File: config.mk
export PLATFORM = sky130hd
export DESIGN_NAME = spi_slave_flat
export DESIGN_NICKNAME = d
export VERILOG_FILES = /design/src/rtl/spi_slave_if.sv /design/src/rtl/spi_slave.sv /design/src/flat_wrapper.sv
export SDC_FILE = /design/constraint.sdc
export NUM_CORES = 1
export LEC_CHECK = 0
export ABC_CLOCK_PERIOD_IN_PS = 2500
export CORE_ASPECT_RATIO = 0.5
export CORE_MARGIN = 1.5
export CORE_UTILIZATION = 50
export CTS_CLUSTER_SIZE = 25
export DETAILED_ROUTE_END_ITERATION = 12
export GPL_TIMING_DRIVEN = 1
export PLACE_DENSITY = 0.86
export SYNTH_ARGS = -nofsm -noshare
export SYNTH_HDL_FRONTEND = slang
export SYNTH_SLANG_ARGS = --single-unit
File: constraint.sdc
create_clock -name clk_i -period 2.5 [get_ports clk_i]
set_input_delay 0.625 -clock clk_i [delete_from_list [all_inputs] [get_ports clk_i]]
set_output_delay 0.625 -clock clk_i [all_outputs]
set_load 0.01 [all_outputs]
File: src/rtl/spi_slave_if.sv
// spi_slave_if: SPI pins plus word-level TX/RX handshake for spi_slave
// Signals:
//   spi_clk_i, spi_ss_n_i, spi_mosi_i, spi_miso_o          mode-0 SPI bus
//   tx_data_i, tx_bytes_valid_i, tx_load_i, tx_ready_o     transmit word buffer
//   rx_data_o, rx_bytes_valid_o, rx_word_valid_o, rx_ack_i receive word
//   overrun_o                                              only with SPI_SLAVE_OVERRUN_EN
interface spi_slave_if;
  logic        spi_clk_i;
  logic        spi_ss_n_i;
  logic        spi_mosi_i;
  logic        spi_miso_o;
  logic [31:0] tx_data_i;
  logic [2:0]  tx_bytes_valid_i;
  logic        tx_load_i;
  logic        tx_ready_o;
  logic [31:0] rx_data_o;
  logic [2:0]  rx_bytes_valid_o;
  logic        rx_word_valid_o;
  logic        rx_ack_i;
`ifdef SPI_SLAVE_OVERRUN_EN
  logic        overrun_o;
`endif
  modport slave(
    input  spi_clk_i, spi_ss_n_i, spi_mosi_i, tx_data_i, tx_bytes_valid_i, tx_load_i, rx_ack_i,
`ifdef SPI_SLAVE_OVERRUN_EN
    output overrun_o,
`endif
    output spi_miso_o, tx_ready_o, rx_data_o, rx_bytes_valid_o, rx_word_valid_o
  );
  modport master(
    output spi_clk_i, spi_ss_n_i, spi_mosi_i, tx_data_i, tx_bytes_valid_i, tx_load_i, rx_ack_i,
`ifdef SPI_SLAVE_OVERRUN_EN
    input  overrun_o,
`endif
    input  spi_miso_o, tx_ready_o, rx_data_o, rx_bytes_valid_o, rx_word_valid_o
  );
endinterface

File: src/rtl/spi_slave.sv
// spi_slave: mode-0 SPI slave assembling up to 4-byte words in both directions
// Ports: clk_i system clock, rst_i sync active-high reset, bus spi_slave_if.slave
// Parameter SYNC_STAGES (2..3): synchroniser depth on spi_clk_i/spi_ss_n_i/spi_mosi_i
// Macro SPI_SLAVE_OVERRUN_EN: adds sticky overrun_o and keeps the old word on overrun
module spi_slave #(
  parameter int SYNC_STAGES = 2
) (
  input logic       clk_i,
  input logic       rst_i,
  spi_slave_if.slave bus
);
  typedef enum logic {IDLE, ACTIVE} state_t;
  state_t state, state_nxt;
  logic [SYNC_STAGES-1:0] sck_sync, ss_sync, mosi_sync;
  logic sck_d, ss_d;
  logic [7:0] rx_sr, tx_sr, rx_byte;
  logic [2:0] bit_cnt, byte_cnt, tx_left, tx_clamp;
  logic [31:0] word, tx_buf, rx_data;
  logic [2:0] rx_bytes;
  logic rx_valid, tx_ready;
  logic sck_s, ss_s, mosi_s, sck_rise, sck_fall, ss_rise, ss_fall, active;
  logic pub, ovr, take, load_pt, shift_pt;
  assign sck_s    = sck_sync[SYNC_STAGES-1];
  assign ss_s     = ss_sync[SYNC_STAGES-1];
  assign mosi_s   = mosi_sync[SYNC_STAGES-1];
  assign sck_rise = sck_s & ~sck_d;
  assign sck_fall = ~sck_s & sck_d;
  assign ss_rise  = ss_s & ~ss_d;
  assign ss_fall  = ~ss_s & ss_d;
  assign active   = state == ACTIVE;
  assign rx_byte  = {rx_sr[6:0], mosi_s};
  assign tx_clamp = bus.tx_bytes_valid_i > 3'd4 ? 3'd4 : bus.tx_bytes_valid_i;
  // The fall after the 8th rise sees bit_cnt wrapped to 0 and loads the next byte instead of shifting
  assign load_pt  = (~active & ss_fall) | (active & sck_fall & bit_cnt == 3'd0);
  assign shift_pt = active & sck_fall & bit_cnt != 3'd0;
  assign pub      = byte_cnt == 3'd4 | (active & ss_rise & byte_cnt != 3'd0);
  assign ovr      = pub & rx_valid & ~bus.rx_ack_i;
`ifdef SPI_SLAVE_OVERRUN_EN
  logic overrun;
  assign take = pub & ~ovr;
  assign bus.overrun_o = overrun;
  always_ff @(posedge clk_i)
    overrun <= rst_i ? 1'b0 : ovr | (overrun & ~bus.rx_ack_i);
`else
  assign take = pub;
`endif
  // Synchronisers reset to 0 so a transfer in flight at reset is ignored until a fresh ss fall
  always_ff @(posedge clk_i) begin
    if (rst_i) begin
      sck_sync  <= '0;
      ss_sync   <= '0;
      mosi_sync <= '0;
      sck_d     <= 1'b0;
      ss_d      <= 1'b0;
    end else begin
      sck_sync  <= {sck_sync[SYNC_STAGES-2:0], bus.spi_clk_i};
      ss_sync   <= {ss_sync[SYNC_STAGES-2:0], bus.spi_ss_n_i};
      mosi_sync <= {mosi_sync[SYNC_STAGES-2:0], bus.spi_mosi_i};
      sck_d     <= sck_s;
      ss_d      <= ss_s;
    end
  end
  always_ff @(posedge clk_i)
    state <= rst_i ? IDLE : state_nxt;
  always_comb begin
    state_nxt = state;
    state_nxt = active ? (ss_rise ? IDLE : ACTIVE) : (ss_fall ? ACTIVE : IDLE);
  end
  always_ff @(posedge clk_i) begin
    if (rst_i || pub || ss_rise || ss_fall) begin
      rx_sr    <= '0;
      bit_cnt  <= '0;
      byte_cnt <= '0;
      word     <= '0;
    end else if (active && sck_rise) begin
      rx_sr   <= rx_byte;
      bit_cnt <= bit_cnt + 3'd1;
      if (bit_cnt == 3'd7) begin
        word     <= {word[23:0], rx_byte};
        byte_cnt <= byte_cnt + 3'd1;
      end
    end
  end
  always_ff @(posedge clk_i) begin
    if (rst_i) begin
      rx_data  <= '0;
      rx_bytes <= '0;
      rx_valid <= 1'b0;
    end else if (take) begin
      rx_data  <= word;
      rx_bytes <= byte_cnt;
      rx_valid <= 1'b1;
    end else if (bus.rx_ack_i) begin
      rx_valid <= 1'b0;
    end
  end
  always_ff @(posedge clk_i) begin
    if (rst_i) begin
      tx_buf   <= '0;
      tx_left  <= '0;
      tx_ready <= 1'b1;
      tx_sr    <= '0;
    end else begin
      if (active && ss_rise) begin
        tx_left  <= '0;
        tx_ready <= 1'b1;
        tx_sr    <= '0;
      end else if (load_pt) begin
        tx_sr    <= tx_left != 3'd0 ? tx_buf[31:24] : 8'h00;
        tx_buf   <= tx_buf << 8;
        tx_left  <= tx_left != 3'd0 ? tx_left - 3'd1 : 3'd0;
        tx_ready <= tx_left <= 3'd1;
      end else if (shift_pt) begin
        tx_sr <= tx_sr << 1;
      end
      if (bus.tx_load_i && tx_ready) begin
        tx_buf   <= bus.tx_data_i;
        tx_left  <= tx_clamp;
        tx_ready <= 1'b0;
      end
    end
  end
  assign bus.spi_miso_o       = active & tx_sr[7];
  assign bus.tx_ready_o       = tx_ready;
  assign bus.rx_data_o        = rx_data;
  assign bus.rx_bytes_valid_o = rx_bytes;
  assign bus.rx_word_valid_o  = rx_valid;
endmodule

File: src/flat_wrapper.sv
// flat-port wrapper written by rule: the top's interface ports become plain ports
module spi_slave_flat 
#(
  parameter int SYNC_STAGES = 2
)
  (clk_i, rst_i, bus_spi_clk_i, bus_spi_ss_n_i, bus_spi_mosi_i, bus_tx_data_i, bus_tx_bytes_valid_i, bus_tx_load_i, bus_rx_ack_i, bus_spi_miso_o, bus_tx_ready_o, bus_rx_data_o, bus_rx_bytes_valid_o, bus_rx_word_valid_o);
  spi_slave_if bus_i ();
  input logic clk_i;
  input logic rst_i;
  input wire logic [$bits(bus_i.spi_clk_i)-1:0] bus_spi_clk_i;
  input wire logic [$bits(bus_i.spi_ss_n_i)-1:0] bus_spi_ss_n_i;
  input wire logic [$bits(bus_i.spi_mosi_i)-1:0] bus_spi_mosi_i;
  input wire logic [$bits(bus_i.tx_data_i)-1:0] bus_tx_data_i;
  input wire logic [$bits(bus_i.tx_bytes_valid_i)-1:0] bus_tx_bytes_valid_i;
  input wire logic [$bits(bus_i.tx_load_i)-1:0] bus_tx_load_i;
  input wire logic [$bits(bus_i.rx_ack_i)-1:0] bus_rx_ack_i;
  output wire logic [$bits(bus_i.spi_miso_o)-1:0] bus_spi_miso_o;
  output wire logic [$bits(bus_i.tx_ready_o)-1:0] bus_tx_ready_o;
  output wire logic [$bits(bus_i.rx_data_o)-1:0] bus_rx_data_o;
  output wire logic [$bits(bus_i.rx_bytes_valid_o)-1:0] bus_rx_bytes_valid_o;
  output wire logic [$bits(bus_i.rx_word_valid_o)-1:0] bus_rx_word_valid_o;
  assign bus_i.spi_clk_i = bus_spi_clk_i;
  assign bus_i.spi_ss_n_i = bus_spi_ss_n_i;
  assign bus_i.spi_mosi_i = bus_spi_mosi_i;
  assign bus_i.tx_data_i = bus_tx_data_i;
  assign bus_i.tx_bytes_valid_i = bus_tx_bytes_valid_i;
  assign bus_i.tx_load_i = bus_tx_load_i;
  assign bus_i.rx_ack_i = bus_rx_ack_i;
  assign bus_spi_miso_o = bus_i.spi_miso_o;
  assign bus_tx_ready_o = bus_i.tx_ready_o;
  assign bus_rx_data_o = bus_i.rx_data_o;
  assign bus_rx_bytes_valid_o = bus_i.rx_bytes_valid_o;
  assign bus_rx_word_valid_o = bus_i.rx_word_valid_o;
  spi_slave #(.SYNC_STAGES(SYNC_STAGES)) u_core (.clk_i(clk_i), .rst_i(rst_i), .bus(bus_i));
endmodule
-- Word level (Yosys, flattened, before mapping)
Index checks and enable logic that the tools add are counted.
W data, S select, Z words.
- magnitude comparators: 2
- equality and inequality tests: 3
- bitwise gates (word level): 18
- add/sub/neg operators: 3
- reductions and logical operators: 17
- multiplexer cells: 19
- operators by type and width (cell ; count):
    $mux W32 ; 3
    $mux W8 ; 3
    $mux W3 ; 5
    $reduce_bool A3 Y1 ; 4
    $and A1 B1 Y1 ; 11
    $mux W1 ; 8
    $add A3 B1 Y3 const B ; 2
    $eq A3 B3 Y1 const B ; 2
    $reduce_bool A2 Y1 ; 3
    $not A1 Y1 ; 5
    $reduce_and A2 Y1 ; 2
    $gt A3 B3 Y1 const B ; 1
    $le A3 B1 Y1 const B ; 1
    $logic_and A1 B1 Y1 ; 3
    $logic_not A3 Y1 ; 1
    $logic_or A1 B1 Y1 ; 3
    $sub A3 B1 Y3 const B ; 1
    $ne A2 B2 Y1 const B ; 1
    $or A1 B1 Y1 ; 2
    $reduce_or A2 Y1 ; 1
- word-level logic and storage cells: 79
- output and inout bits: 38
- input bits: 42
- bits in registers: 134

-- Logic depth before layout (Yosys ltp)
Gate-level depths: netlist (run 1).
- word-level depth: 8
- depth in mapped cells: 8
- depth with buffers taken out: 6

-- Worst setup path before layout (run 1)
No wires, ideal clock.
- path type: reg2reg
- from: reg u_core.bit_cnt[0]
- to: reg u_core.tx_buf[23]
- arrival: 1.607 ns
- path slack: 0.750 ns
- stages on the path, launching flop included: 9
- setup time: 0.143 ns
- period minus slack after synthesis: 1.750 ns
- buffers on the path: 2
- data required time: 2.357 ns
- cell sequence: dfxtp_1 inv_1 ha_1 nand2b_4 buf_4 a211o_2 buf_4 a211oi_1 a2111oi_1
- word-level cells in the longest chain between the ends: 5
- RTL lines (element ; line ; RTL):
    start: declaration ; spi_slave.sv:17 ; logic [2:0] bit_cnt, byte_cnt, tx_left, tx_clamp;
    start signal: assignment ; spi_slave.sv:77 ; bit_cnt <= bit_cnt + 3'd1;
    $logic_not A3 Y1 ; spi_slave.sv:34 ; assign load_pt = (~active & ss_fall) | (active & sck_fall & bit_cnt == 3'd0);
    $and A1 B1 Y1 ; spi_slave.sv:34 ;
    $or A1 B1 Y1 ; spi_slave.sv:34 ;
    $reduce_bool A2 Y1 (no line) ; - ;
    $reduce_and A2 Y1 (no line) ; - ;
    end signal: assignment ; spi_slave.sv:110 ; tx_buf <= tx_buf << 8;
    end signal: assignment ; spi_slave.sv:117 ; tx_buf <= bus.tx_data_i;
    end: declaration ; spi_slave.sv:18 ; logic [31:0] word, tx_buf, rx_data;
Every way passes these cells.
A chain may end at the register's enable or synchronous reset.

-- Worst setup path in the final report (run 1)
- from: reg u_core.state (netlist: u_core.active)
- to: out bus_spi_miso_o
- word-level cells in the longest chain between the ends: 1
- RTL lines (element ; line ; RTL):
    start: declaration ; spi_slave.sv:13 ; state_t state, state_nxt;
    start signal: assignment ; spi_slave.sv:64 ; state <= rst_i ? IDLE : state_nxt;
    $and A1 B1 Y1 ; spi_slave.sv:123 ; assign bus.spi_miso_o = active & tx_sr[7];
    end: declaration ; flat_wrapper.sv:17 ; output wire logic [$bits(bus_i.spi_miso_o)-1:0] bus_spi_miso_o;
Every way passes these cells.

==> metrics.md, run 1 <==
| Metric | Value |
|---|---|
| Run status | complete, no violations |
| Die area | 0.01134 mm2 |
| Primary FF master, synth | dfxtp_1 |
| Placed cell area | 0.006172 mm2 |
| Data required, critical path | 1.88 ns |
| Final setup margin | 0.1307 ns |
| Max_cap viols | 0 |
| R2R Setup Slk | 0.44 ns |
| Clock tree from TritonCTS | yes |
| # Post-CTS Setup Buffers | 0 |
| GPL Wtd Cong | 0.8065 |
| DRT iter0 DRCs | 309 |
| WL final | 12320 um |
| Pins Over Slew Limit | 0 |
| Final hold violations | 0 |
| Synth Warn # | 0 |
| Mapped Nets | around 670 |
| Layout area overhead | 26.48% |
| Avg Cell Area, Syn | about 8.6 um2 |
| Resize count post-CTS | 0 |
| Clk buf depth | 2 |
| Worst path cell trace | and2_1 -> clkdlybuf4s50_1 |
| Post-DP HPWL | 7735 um |
| Min Hold Slack | around 0.44 ns |
| Layout Skew | 0.01095 ns |
| Antenna viol nets, final | 0 |
| Seq/Total Area, Yosys | 50.25% |
| Crit path capture type | output port |
| Min-Delay Path Depth | 1 |
| Final setup violation count | 0 |
| Slew HR | 56.64% |
| Diode count | 0 |
| First-pass GRT wire length | 20560 um |
| Tot Pwr | 5.009 mW |
| Cell Rows | 26 |
| Via count | roughly 4600 |
| CTS Sinks | 134 |
| Worst slew pin tran | 0.6485 ns |
| Post-layout nets | 731 |
| FILL cells | between 800 and 900 |
| Critical R2R Launch | u_core.bit_cnt[0] |
| Crit Path Max Fanout | 10 |
| Number of flops mapped to enable cells by yosys | 0 |
| CTS H-tree depth | 4 |
| Final period util | 94.77% |
| LEAKAGE | 2.420 nW |
| Final min period | 2.369 ns |
| Mapped Cells | 624 |
| Vias in the first global route | 4485 |
| Non-filler cells, final | 837 |
| Clock latency on the worst-skew pair | 0.42 ns |
| Utilization after layout | 65.69% |
| WP data arrival | 1.74 ns |
| RSZ-0062 raised after global routing | no |
| Share of layout cells above drive strength 1 | about 8.6% |
| Count of state elements after synthesis | 134 |
| Grt total ovfl | 0 |
| Pwr/cell area | 741.8 mW/mm2 |
| Fmax | 0.4221 GHz |
| Hold crit path type | flip-flop to flip-flop |
| Cells on worst reg2reg path | 6 |
| Ys async rst share | 0% |
| Drt pass-1 iters | 5 |
| Hold-fix buffers at CTS | 0 |
| Worst-path clk slew | 0.06 ns |
| Worst Min Path Start | u_core.sck_sync[0] |
| Max incr delay on CP | 0.60 ns |
| Synthesized area | approximately 0.0053 mm2 |
| Peak supply drop | 0.0004495 V |
| Startpoint Class | flip-flop |
| Starting Density | 51.94% |
| Kind of critical path | flip-flop to output port |
| Critical Path Slowest Stage Cell | dfxtp_1 |
| Pin count of the biggest net entering global routing | between 40 and 50 |
| Cell variety after synth | 53 |
| DIE HEIGHT | 76.07 um |
| Core Area | between 0.01 and 0.015 mm2 |
| Placed Cells | 805 |
| Die Wd | 149.1 um |
| DRC | 0 |
| CTS buffer count | 17 |
| Antenna violations before repair | 0 |
| IO buf count | just under 80 |
| Clock root buffer | clkbuf_16 |
| IO Pins | 80 |
| Wire length per cell | 14.72 um |
| DP Worst Slack | 0.3315 ns |
| GR Util All Layers | 22.54% |
| Post-route cell area | 0.006753 mm2 |
| Crit. Startpoint | u_core.active |
| Vias per cell | 5.508 |
| Setup TNS | 0 ns |
==> worst max-delay path: cells and delay by family (launching register included) <==
kind | cells | cell delay [ns]
DFF | 1 | 0.60
and+or+nand+nor | 1 | 0.20
buffers and inverters | 1 | 0.53
==> report_power, final <==
| group | leakage, nW | internal (mW) | switching [mW] | total, mW |
|---|---|---|---|---|
| registers | 1.09 | 2.20 | 0.0388 | 2.24 |
| clock network | 0.286 | 1.41 | 1.04 | 2.45 |
| logic | 1.05 | 0.151 | 0.170 | 0.321 |
==> cells in the final DEF, fill, tap and decap left out, types with 5 or more instances in the layout <==
| master | n |
|---|---|
| a2111oi_0 | 7 |
| a2111oi_1 | 8 |
| a211oi_1 | 16 |
| a21oi_1 | 78 |
| a311oi_1 | 8 |
| a31oi_1 | 7 |
| and3_1 | 7 |
| buf_4 | 10 |
| clkbuf_16 | 17 |
| clkdlybuf4s50_1 | 78 |
| dfxtp_1 | 134 |
| ha_1 | 5 |
| inv_1 | 9 |
| inv_6 | 7 |
| mux2i_1 | 10 |
| nand2_1 | 146 |
| nand3_1 | 11 |
| nand4_1 | 8 |
| nor2_1 | 56 |
| nor2b_1 | 9 |
| nor4_1 | 8 |
| o21ai_0 | 6 |
==> Yosys cell counts (2+ instances only) <==
cell type	instances	area, um2
nand2_1	146	548.0
dfxtp_1	134	2683
a21oi_1	78	390.4
nor2_1	56	210.2
clkbuf_1	29	108.9
a211oi_1	16	120.1
buf_2	11	55.05
nand3_1	11	55.05
mux2i_1	10	100.1
inv_1	9	33.78
nor2b_1	9	56.30
a2111oi_1	8	80.08
a311oi_1	8	70.07
nand4_1	8	50.05
nor4_1	8	50.05
a2111oi_0	7	61.31
a31oi_1	7	43.79
and3_1	7	43.79
o21ai_0	6	30.03
buf_4	5	37.54
ha_1	5	62.56
buf_6	3	33.78
nor3_1	3	15.01
o21ai_1	3	15.01
xnor2_1	3	26.28
a2111oi_4	2	55.05
and2_1	2	12.51
buf_1	2	7.510
nand2_2	2	12.51
nand2b_1	2	12.51
o21ai_2	2	17.52
==> layout make-up <==
type | count | area (um2) | share of cell area (%)
Clock buffer | 17 | 425.4 | 6.300
Clock inverter | 15 | 155.1 | 2.298
Inverter | 9 | 33.78 | 0.5003
Multi-Input combinational cell | 431 | 2380 | 35.24
Sequential cell | 134 | 2683 | 39.73
Tap cell | 140 | 175.2 | 2.594
Timing Repair Buffer | 91 | 900.9 | 13.34
==> registers in the layout (all words and copies together), names as in the netlist <==
signal,count
u_core.active,1
u_core.ss_d,1
u_core.bus.rx_word_valid_o,1
u_core.word,32
u_core.tx_sr,8
u_core.ss_sync,2
u_core.bit_cnt,3
u_core.mosi_sync,2
u_core.bus.rx_data_o,32
u_core.rx_sr,7
u_core.byte_cnt,3
u_core.tx_buf,32
u_core.sck_sync,2
u_core.sck_d,1
u_core.bus.rx_bytes_valid_o,3
u_core.tx_left,3
u_core.bus.tx_ready_o,1
==> worst paths after layout <==
kind	end
worst max-delay path	bus_spi_miso_o
worst min-delay path	u_core.sck_sync[1]
worst max register to register	u_core.tx_buf[25]
worst min register to register	u_core.sck_sync[1]
==> kinds of logic (layout without fill, tap and decap cells) <==
kind of cell	after synthesis	in the layout	synth area share, %
fa+ha+maj	6	6	1.359
compound gates	143	143	17.76
mux	11	11	2.086
xor+xnor	4	4	0.6563
flops	134	134	50.25
buf+inv	59	132	5.179
simple gates	267	267	22.71
==> per-layer routing <==
layer | up-vias | global-route usage [%] | wire length, um
li1 | 2277 | - | -
met1 | 2200 | 28.59 | 5791
met2 | 109 | 36.62 | 5705
met3 | 24 | 6.826 | 619
met4 | 0 | 7.525 | 204
met5 | - | 0 | 0
(Power assumes the default switching activity.)
==> inputs of run 2 (changes only) <==
- ABC_CLOCK_PERIOD_IN_PS: 2500 -> 2850
- clock period: 2.5 -> 2.85 ns (I/O delays scaled with it)
==> metrics.md, run 2 (same netlist as run 1, synthesis figures left out) <==
| Metric | Value |
|---|---|
| Die area | 0.01134 mm2 (unchanged) |
| Pins Over Slew Limit | 0 (unchanged) |
| R2R Setup Slk | 0.60 ns (was 0.44 ns) |
| Share of layout cells above drive strength 1 | 8.069% (was 8.608%) |
| Cells on worst reg2reg path | 4 (was 6) |
| Critical R2R Launch | u_core.active (was u_core.bit_cnt[0]) |
| CTS buffer count | 17 (unchanged) |
| Startpoint Class | flip-flop (unchanged) |
| Hold crit path type | flip-flop to flip-flop (unchanged) |
| Hold-fix buffers at CTS | 0 (unchanged) |
| Worst-path clk slew | 0.06 ns (about the same) |
| Antenna violations before repair | 0 (unchanged) |
| Final hold violations | 0 (unchanged) |
| Crit. Startpoint | u_core.active (unchanged) |
| Tot Pwr | 4.353 mW (was 5.009 mW) |
| Post-DP HPWL | 7633 um (was 7735 um) |
| Clk buf depth | 2 (unchanged) |
| Data required, critical path | 2.14 ns (was 1.88 ns) |
| Die Wd | 149.1 um (unchanged) |
| Pin count of the biggest net entering global routing | 48 (was 49) |
| Clock tree from TritonCTS | yes (unchanged) |
| FILL cells | 881 (was 828) |
| Antenna viol nets, final | 0 (unchanged) |
| DRT iter0 DRCs | 322 (was 309) |
| Worst slew pin tran | 0.7693 ns (was 0.6485 ns) |
| Post-layout nets | 729 (was 731) |
| Commonest non-fill, non-tap cell in the layout | nand2_1 (unchanged) |
| Layout Skew | 0.009642 ns (was 0.01095 ns) |
| Vias in the first global route | 4388 (was 4485) |
| RSZ-0062 raised after global routing | no (unchanged) |
| Core Area | 0.01028 mm2 (unchanged) |
| # Post-CTS Setup Buffers | 0 (unchanged) |
| Highest-count cells in the layout ignoring fill and taps | nand2_1 (146), dfxtp_1 (134), a21oi_1 (78), clkdlybuf4s50_1 (78), nor2_1 (56) (unchanged) |
| Resize count post-CTS | 0 (unchanged) |
| DIE HEIGHT | 76.07 um (unchanged) |
| Slew HR | 48.55% (was 56.64%) |
| Crit path capture type | output port (unchanged) |
| Final min period | 2.491 ns |
| Vias per cell | 5.429 (was 5.508) |
| Crit Path Max Fanout | 10 (unchanged) |
| Cell Rows | 26 (unchanged) |
| Setup TNS | 0 ns (unchanged) |
| Placed Cells | 803 (was 805) |
| Via count | 4528 (was 4610) |
| Final setup violation count | 0 (unchanged) |
| Kind of critical path | flip-flop to output port (unchanged) |
| Drt pass-1 iters | 5 (unchanged) |
| Clock root buffer | clkbuf_16 (unchanged) |
| Peak supply drop | 0.0003648 V (was 0.0004495 V) |
| DRC | 0 (unchanged) |
| LEAKAGE | 2.393 nW (was 2.420 nW) |
| Clock latency on the worst-skew pair | 0.41 ns (was 0.42 ns) |
| Max_cap viols | 0 (unchanged) |
| Run status | complete, no violations (unchanged) |
| Diode count | 0 (unchanged) |
| Non-filler cells, final | 834 (was 837) |
| Grt total ovfl | 0 (unchanged) |
| GPL Wtd Cong | 0.7950 (was 0.8065) |
| WP data arrival | 1.78 ns (was 1.74 ns) |
| GR Util All Layers | 22.56% (was 22.54%) |
| Fmax | 0.4015 GHz |
| Wire length per cell | 14.84 um (was 14.72 um) |
| Final period util | 87.39% |
| Layout area overhead | 25.59% (was 26.48%) |
| Worst Setup EP | bus_spi_miso_o (unchanged) |
| Utilization after layout | 65.23% (was 65.69%) |
| First-pass GRT wire length | 20590 um (was 20560 um) |
| Pwr/cell area | 649.1 mW/mm2 (was 741.8 mW/mm2) |
| RR Endpoint | u_core.tx_buf[19] (was u_core.tx_buf[25]) |
| CTS H-tree depth | 4 (unchanged) |
| Starting Density | 51.94% (unchanged) |
| IO Pins | 80 (unchanged) |
| IO buf count | 79 (unchanged) |
| WL final | 12380 um (was 12320 um) |
| CTS Sinks | 134 (unchanged) |
==> run 2: cell count changes in the layout (fill, tap and decap cells not counted), sizes merged <==
cell and change:
clkbuf +2, inv -9, bufinv +1, clkinv +4, clkinvlp +1, buf -2
==> run 2: power breakdown <==
group | internal, mW | switching (mW)
logic | 0.124 | 0.148
clock network | 1.30 | 0.811
registers | 1.93 | 0.0345
total | 3.36 | 0.994
==> run 2: layout make-up <==
class / count / area (um2) / share of cell area (%)
clock buffers: 19 / 442.9 / 6.606
clock inverters: 12 / 130.1 / 1.941
inverters: 9 / 33.78 / 0.5038
multi-input cells: 431 / 2380 / 35.49
flip-flops and latches: 134 / 2683 / 40.01
well taps: 140 / 175.2 / 2.612
repair buffers: 89 / 860.8 / 12.84
==> run 2: per-stage QoR <==
| step | setup slack, ns | area, um2 | hold slack (ns) |
|---|---|---|---|
| after CTS | 0.3668 | 6705 | 0.4536 |
| after floorplan | 1.016 | 5339 | 0.4138 |
| after global routing | 0.2923 | 6705 | 0.4638 |
| final | 0.3595 | 6705 | 0.4427 |
| after detailed placement | 0.4879 | 6132 | 0.4323 |
| after global placement | 0.5441 | 6132 | 0.4323 |
==> run 2: worst max-delay path, cell delays in order, from the launching register on <==
cell,delay [ns]
dfxtp_1,0.63
and2_1,0.21
clkdlybuf4s50_1,0.53
==> run 2: metal layers <==
layer / wire, um / GRT usage [%]
met5: 0 / 0
met4: 136 / 6.535
met3: 588 / 6.407
met2: 5807 / 36.57
met1: 5842 / 29.34
==> run 2: worst min-delay path by stage <==
stage | slack, ns | end | startpoint | depth (start not counted)
floorplan | 0.41 | u_core.mosi_sync[1] | u_core.mosi_sync[0] | 1
global placement | 0.43 | u_core.ss_sync[1] | u_core.ss_sync[0] | 1
detailed placement | 0.43 | u_core.sck_sync[1] | u_core.sck_sync[0] | 1
CTS | 0.45 | u_core.ss_sync[1] | u_core.ss_sync[0] | 1
global route | 0.46 | u_core.ss_sync[1] | u_core.ss_sync[0] | 1
finish | 0.44 | u_core.ss_sync[1] | u_core.ss_sync[0] | 1
